## config.mk

```make
export PLATFORM = sky130hd
export DESIGN_NAME = cache_mem_arbiter
export DESIGN_NICKNAME = d
export VERILOG_FILES = /design/src/rtl/cache_mem_arbiter.sv
export SDC_FILE = /design/constraint.sdc
export NUM_CORES = 1
export LEC_CHECK = 0
export ABC_AREA = 1
export CAP_MARGIN = 30
export CORE_AREA = 2 2 110 112
export DETAILED_ROUTE_END_ITERATION = 8
export DIE_AREA = 0 0 112 114
export PLACE_DENSITY_LB_ADDON = 0.05
export SLEW_MARGIN = 20
export SYNTH_ARGS = -nofsm -noshare
export SYNTH_HDL_FRONTEND = slang
export SYNTH_SLANG_ARGS = --single-unit
```

## constraint.sdc

```tcl
create_clock -name clk -period 7 [get_ports clk]
set_clock_uncertainty 0.15 [all_clocks]
set_input_delay 1.75 -clock clk [delete_from_list [all_inputs] [get_ports clk]]
set_output_delay 1.75 -clock clk [all_outputs]
set_load 0.01 [all_outputs]
```

## src/rtl/cache_mem_arbiter.sv

```systemverilog
// -----------------------------------------------------------------------------
// cache_mem_arbiter
//
// Shares a single req/gnt/rvalid memory port between NUM_PORTS cache-side
// masters (e.g. instruction and data cache). One transaction is in flight at a
// time: the chosen request is latched in Idle, presented to memory in Issue
// until granted, and the response is routed back to the owner in Wait.
// Round-robin selection starts after the most recently granted port, so a
// continuously requesting port can never be starved.
//
// Ports:
//   clk, reset         clock (rising edge) and asynchronous active-high reset
//   port_addr_i        per-port address, port p at [32*p +: 32]
//   port_wdata_i       per-port write data, port p at [32*p +: 32]
//   port_we_i          per-port write enable
//   port_be_i          per-port byte enables, port p at [4*p +: 4]
//   port_req_i         per-port request, held by the master until its grant
//   port_gnt_o         grant pulse, one-hot to the owner
//   port_rvalid_o      response-valid pulse, one-hot to the owner
//   port_error_o       error qualifier, valid together with port_rvalid_o
//   port_rdata_o       shared read data, meaningful only with port_rvalid_o
//   mem_addr_o .. mem_req_o    request side of the memory port
//   mem_rdata_i .. mem_error_i response side of the memory port
// -----------------------------------------------------------------------------
module cache_mem_arbiter #(
  parameter int unsigned NUM_PORTS = 2
) (
  input  logic                      clk,
  input  logic                      reset,
  // Cache-side ports
  input  logic [NUM_PORTS*32-1:0]   port_addr_i,
  input  logic [NUM_PORTS*32-1:0]   port_wdata_i,
  input  logic [NUM_PORTS-1:0]      port_we_i,
  input  logic [NUM_PORTS*4-1:0]    port_be_i,
  input  logic [NUM_PORTS-1:0]      port_req_i,
  output logic [NUM_PORTS-1:0]      port_gnt_o,
  output logic [NUM_PORTS-1:0]      port_rvalid_o,
  output logic [NUM_PORTS-1:0]      port_error_o,
  output logic [31:0]               port_rdata_o,
  // Memory-side port
  output logic [31:0]               mem_addr_o,
  output logic [31:0]               mem_wdata_o,
  output logic                      mem_we_o,
  output logic [3:0]                mem_be_o,
  output logic                      mem_req_o,
  input  logic [31:0]               mem_rdata_i,
  input  logic                      mem_gnt_i,
  input  logic                      mem_rvalid_i,
  input  logic                      mem_error_i
);

  localparam int unsigned PORT_IDX_W = $clog2(NUM_PORTS);
  localparam logic [PORT_IDX_W-1:0] LastPort = PORT_IDX_W'(NUM_PORTS - 1);

  typedef enum logic [1:0] {
    StIdle,
    StIssue,
    StWait
  } state_e;

  state_e                state_q, state_d;
  logic [PORT_IDX_W-1:0] owner_q, owner_d;
  logic [PORT_IDX_W-1:0] rr_ptr_q, rr_ptr_d;
  logic [31:0]           addr_q, addr_d;
  logic [31:0]           wdata_q, wdata_d;
  logic                  we_q, we_d;
  logic [3:0]            be_q, be_d;

  // ---------------------------------------------------------------------------
  // Unpack the flat per-port buses so they can be indexed by port number
  // ---------------------------------------------------------------------------
  logic [31:0] addr_arr  [NUM_PORTS];
  logic [31:0] wdata_arr [NUM_PORTS];
  logic [3:0]  be_arr    [NUM_PORTS];

  for (genvar g = 0; g < NUM_PORTS; g++) begin : g_unpack
    assign addr_arr[g]  = port_addr_i[32*g +: 32];
    assign wdata_arr[g] = port_wdata_i[32*g +: 32];
    assign be_arr[g]    = port_be_i[4*g +: 4];
  end

  // ---------------------------------------------------------------------------
  // Round-robin pick: first requester found scanning rr_ptr, rr_ptr+1, ...
  // modulo NUM_PORTS. Works for non-power-of-two port counts as well.
  // ---------------------------------------------------------------------------
  logic                  pick_valid;
  logic [PORT_IDX_W-1:0] pick_idx;
  logic [PORT_IDX_W-1:0] cand_idx;

  always_comb begin
    pick_valid = 1'b0;
    pick_idx   = '0;
    cand_idx   = '0;
    for (int unsigned i = 0; i < NUM_PORTS; i++) begin
      cand_idx = PORT_IDX_W'((32'(rr_ptr_q) + i) % NUM_PORTS);
      if (!pick_valid && port_req_i[cand_idx]) begin
        pick_valid = 1'b1;
        pick_idx   = cand_idx;
      end
    end
  end

  // ---------------------------------------------------------------------------
  // Next-state and port-side strobes
  // ---------------------------------------------------------------------------
  always_comb begin
    state_d       = state_q;
    owner_d       = owner_q;
    rr_ptr_d      = rr_ptr_q;
    addr_d        = addr_q;
    wdata_d       = wdata_q;
    we_d          = we_q;
    be_d          = be_q;
    port_gnt_o    = '0;
    port_rvalid_o = '0;
    port_error_o  = '0;
    mem_req_o     = 1'b0;

    unique case (state_q)
      StIdle: begin
        // Responses seen here belong to no live transaction and are dropped.
        if (pick_valid) begin
          owner_d = pick_idx;
          addr_d  = addr_arr[pick_idx];
          wdata_d = wdata_arr[pick_idx];
          we_d    = port_we_i[pick_idx];
          be_d    = be_arr[pick_idx];
          state_d = StIssue;
        end
      end

      StIssue: begin
        mem_req_o = 1'b1;
        if (mem_gnt_i) begin
          port_gnt_o[owner_q] = 1'b1;
          rr_ptr_d = (owner_q == LastPort) ? '0 : owner_q + PORT_IDX_W'(1);
          // A memory that answers in the grant cycle finishes the transaction
          // here; rvalid without gnt cannot belong to this request.
          if (mem_rvalid_i) begin
            port_rvalid_o[owner_q] = 1'b1;
            port_error_o[owner_q]  = mem_error_i;
            state_d                = StIdle;
          end else begin
            state_d = StWait;
          end
        end
      end

      StWait: begin
        if (mem_rvalid_i) begin
          port_rvalid_o[owner_q] = 1'b1;
          port_error_o[owner_q]  = mem_error_i;
          state_d                = StIdle;
        end
      end

      default: state_d = StIdle;
    endcase
  end

  // ---------------------------------------------------------------------------
  // State registers
  // ---------------------------------------------------------------------------
  always_ff @(posedge clk or posedge reset) begin
    if (reset) begin
      state_q  <= StIdle;
      owner_q  <= '0;
      rr_ptr_q <= '0;
      addr_q   <= '0;
      wdata_q  <= '0;
      we_q     <= 1'b0;
      be_q     <= '0;
    end else begin
      state_q  <= state_d;
      owner_q  <= owner_d;
      rr_ptr_q <= rr_ptr_d;
      addr_q   <= addr_d;
      wdata_q  <= wdata_d;
      we_q     <= we_d;
      be_q     <= be_d;
    end
  end

  // Request fields come straight from the latch so they stay stable while
  // the request is outstanding, independent of what the owner does meanwhile.
  assign mem_addr_o   = addr_q;
  assign mem_wdata_o  = wdata_q;
  assign mem_we_o     = we_q;
  assign mem_be_o     = be_q;

  // Zero-latency return path; only meaningful alongside port_rvalid_o.
  assign port_rdata_o = mem_rdata_i;

endmodule

```

==> metrics.json <==
{
  "critical_path_s_slowest_cell": {"value": "sky130_fd_sc_hd__clkdlybuf4s50_1"},
  "yosysWarnings": {"value": 0},
  "post_synthesis_net_count": {"value": 779},
  "grt_pass1_vias": {"value": 4170},
  "synth_enable_flop_cells": {"value": 0},
  "ctsLongestPathBuffers": {"value": 2},
  "postLayoutCoreUtil": {"value": 54.7, "unit": "%"},
  "hold_viol": {"value": 0},
  "worst_r2r_endpoint": {"value": "mem_wdata_o[5]"},
  "cts.repair_timing.setup_buffer_count": {"value": 0},
  "syn_area_per_cell": {"value": 6.83, "unit": "sq um"},
  "cts_root_buffer": {"value": "sky130_fd_sc_hd__clkbuf_16"},
  "nNetsFinal": {"value": 948},
  "drt-pass1-iter-count": {"value": 4},
  "grt_pass1_wl": {"value": 20500, "unit": "um"},
  "share_of_the_cycle_needed_by_the_critical_path_after_routing": {"value": 72.5, "unit": "%"},
  "crit_fanout": {"value": 4},
  "cts.htree.levels": {"value": 3},
  "path_class": {"value": "in2out"},
  "initial_utilization": {"value": 34.9, "unit": "%"},
  "groute.layer.met2.usage": {"value": 34.1, "unit": "%"},
  "timing.final.setup_violations": {"value": 0},
  "syn_to_final_growth": {"value": 56.5, "unit": "%"},
  "p_per_area": {"value": 356, "unit": "nW/um^2"},
  "synthTopCellsByArea": {"value": "sky130_fd_sc_hd__dfrtp_1 (45%), sky130_fd_sc_hd__nand2_1 (33%), sky130_fd_sc_hd__nand3_1 (8.8%)"},
  "ys_types": {"value": 15},
  "number_of_vias_per_cell_after_detailed_routing": {"value": 4.60},
  "cts_made_buffers": {"value": 9},
  "timing.rr.start": {"value": "state_q[0]"},
  "max_freq": {"value": 197, "unit": "MHz"},
  "post_cts_resized": {"value": 0},
  "status": {"value": "complete, no violations"},
  "worst-r2r-cell-count": {"value": 7},
  "io-pin-count": {"value": 285},
  "tns_setup": {"value": 0, "unit": "ns"},
  "min_delay_path_depth": {"value": 2},
  "drt_drc_violations_left": {"value": 0},
  "drv_cap": {"value": 0},
  "die_x": {"value": 112, "unit": "um"},
  "cp_cell_sequence": {"value": "clkdlybuf4s50_1, a21oi_1, nor3_1, clkdlybuf4s50_1"},
  "antenna_found_initial": {"value": 0},
  "cp-end-kind": {"value": "output port"},
  "standard_cell_core_area": {"value": 11700, "unit": "sq um"},
  "detailedRoute.firstIterationViolations": {"value": 146},
  "tritoncts": {"value": "built"},
  "global_route.usage.met3": {"value": 5.84, "unit": "%"},
  "ys_dominant_reg_cell": {"value": "sky130_fd_sc_hd__dfrtp_1"},
  "cp_data_required_time": {"value": 5.10, "unit": "ns"},
  "synthDominantAreaCellType": {"value": "sky130_fd_sc_hd__dfrtp_1"},
  "final_cells": {"value": 920},
  "route.antenna.remaining_nets": {"value": 0},
  "timing.final.crit_period": {"value": 5.08, "unit": "ns"},
  "globalRouteOverflowTotal": {"value": 0},
  "drive_gt1_share": {"value": 3.49, "unit": "%"},
  "clock_sink_count": {"value": 73},
  "dr_total_vias": {"value": 4232},
  "placement.io_buffers": {"value": 220},
  "yosysMostFrequentCell": {"value": "sky130_fd_sc_hd__nand2_1"},
  "place.detailed.hpwl": {"value": 8640, "unit": "um"},
  "slew_violations": {"value": 0},
  "top_usage_layer": {"value": "met2"},
  "hold_path.class": {"value": "reg2reg"},
  "grt_util_all_layers": {"value": 20.1, "unit": "%"},
  "syn_inst": {"value": 599},
  "routed_wirelength": {"value": 12500, "unit": "um"},
  "floorplan.rows": {"value": 40},
  "largest_net_degree_at_the_start_of_global_routing": {"value": 74},
  "power.leakage": {"value": 3.25, "unit": "nW"},
  "met1_usage": {"value": 23.6, "unit": "%"},
  "die-area": {"value": 12800, "unit": "sq um"},
  "worst_setup_hold_path_clk_slew": {"value": 0.05, "unit": "ns"},
  "path_common_cell": {"value": "sky130_fd_sc_hd__clkdlybuf4s50_1"},
  "yosys_register_bits": {"value": 73},
  "hp-start": {"value": "mem_addr_o[31]"},
  "cp_slowest_stage_delay": {"value": 0.57, "unit": "ns"},
  "synth_largest_type_area_fraction": {"value": 44.6, "unit": "%"},
  "postSynth.asyncResetShare": {"value": 100, "unit": "%"},
  "grt_setup_unrepaired": {"value": "no"},
  "timing.critical_path.from_type": {"value": "input port"},
  "holdBufCountCts": {"value": 0},
  "clock_latency": {"value": 0.33, "unit": "ns"},
  "syn-cell-area": {"value": 4090, "unit": "sq um"},
  "maxSlewHeadroom": {"value": 48.4, "unit": "%"},
  "diode_insertion_count_for_antenna_repair": {"value": 0},
  "cp.arrival": {"value": 3.18, "unit": "ns"},
  "timing_worst_slew_pin_value": {"value": 0.773, "unit": "ns"},
  "avgRoutedWirePerCell": {"value": 13.6, "unit": "um"},
  "dieHeight": {"value": 114, "unit": "um"},
  "place_inst": {"value": 903},
  "fillCellCount": {"value": 1135},
  "min_delay_worst_endpoint": {"value": "mem_addr_o[31]"},
  "regToRegSetupSlack": {"value": 5.06, "unit": "ns"},
  "globalplace.congestion": {"value": 0.824},
  "power.total": {"value": 0.00228, "unit": "W"},
  "power.ir.vdd_worst": {"value": 0.000225, "unit": "V"},
  "yosysSeqAreaShare": {"value": 44.6, "unit": "%"},
  "synth_commonest_cells": {"value": "sky130_fd_sc_hd__nand2_1 (359), sky130_fd_sc_hd__dfrtp_1 (73), sky130_fd_sc_hd__nand3_1 (72), sky130_fd_sc_hd__buf_4 (32), sky130_fd_sc_hd__buf_2 (26)"}
}
## worst max-delay path by stage
| stage | startpoint | endpoint | slack (ns) |
|---|---|---|---|
| after floorplan | mem_rvalid_i | port_error_o[0] | 2.97 |
| after global placement | mem_gnt_i | port_error_o[1] | 1.92 |
| after detailed placement | mem_gnt_i | port_error_o[0] | 1.92 |
| after CTS | mem_gnt_i | port_error_o[1] | 1.93 |
| after global routing | mem_gnt_i | port_gnt_o[1] | 1.83 |
| final | mem_gnt_i | port_error_o[1] | 1.92 |
## cell type report
cell class | count | area, sq um | area share, %
clock buffer | 13 | 260 | 4.06
clock inverter | 3 | 15.0 | 0.234
inverter | 13 | 51.3 | 0.801
multi-input combinational | 445 | 1810 | 28.3
sequential | 73 | 1830 | 28.5
tap | 147 | 184 | 2.87
timing repair buffer | 226 | 2250 | 35.2
## logic make-up after synthesis
kind of cell / Yosys count / share of synthesized area, %
flip-flops: 73 / 44.6
AND/OR/NAND/NOR: 438 / 42.5
AO/OA/AOI/OAI: 4 / 0.764
adder cells (fa/ha/maj): 3 / 0.917
buffers and inverters: 81 / 11.2
## state kept, by name, indices dropped and copies added, names as in the netlist
signal,count
mem_addr_o,32
mem_wdata_o,32
mem_be_o,4
state_q,2
mem_we_o,1
owner_q,1
rr_ptr_q,1
## through the flow
step / worst slack [ns] / hold WS [ns] / area, sq um
global placement: 1.92 / 0.311 / 6110
finish: 1.92 / 0.323 / 6410
CTS: 1.93 / 0.329 / 6390
detailed placement: 1.92 / 0.314 / 6110
floorplan: 2.97 / 0.317 / 4090
global route: 1.83 / 0.349 / 6410
## cells in the final DEF, fill, tap and decap left out, drive strengths merged
cell type,n
nand2,359
clkdlybuf4s50,219
dfrtp,73
nand3,72
inv,13
clkbuf,13
buf,7
nor2,4
ha,3
clkinv,3
a21oi,3
nor3,2
nand3b,1
o21ai,1
## metal layers
layer	wire (um)	up-vias
li1	-	2148
met1	5140	1901
met2	6090	153
met3	978	30
met4	341	0
met5	0	-
## power breakdown
| part | internal [W] | switching (W) |
|---|---|---|
| combinational | 0.000553 | 0.000577 |
| sequential | 0.000622 | 0.000105 |
| clock | 0.000257 | 0.000163 |
| total | 0.00143 | 0.000845 |
## critical path, delay by kind of cell
| kind | cells | cell delay, ns |
|---|---|---|
| AO/OA/AOI/OAI | 1 | 0.15 |
| buffers and inverters | 2 | 1.13 |
| AND/OR/NAND/NOR | 1 | 0.16 |
No activity file was read; power rests on OpenSTA's default activity.
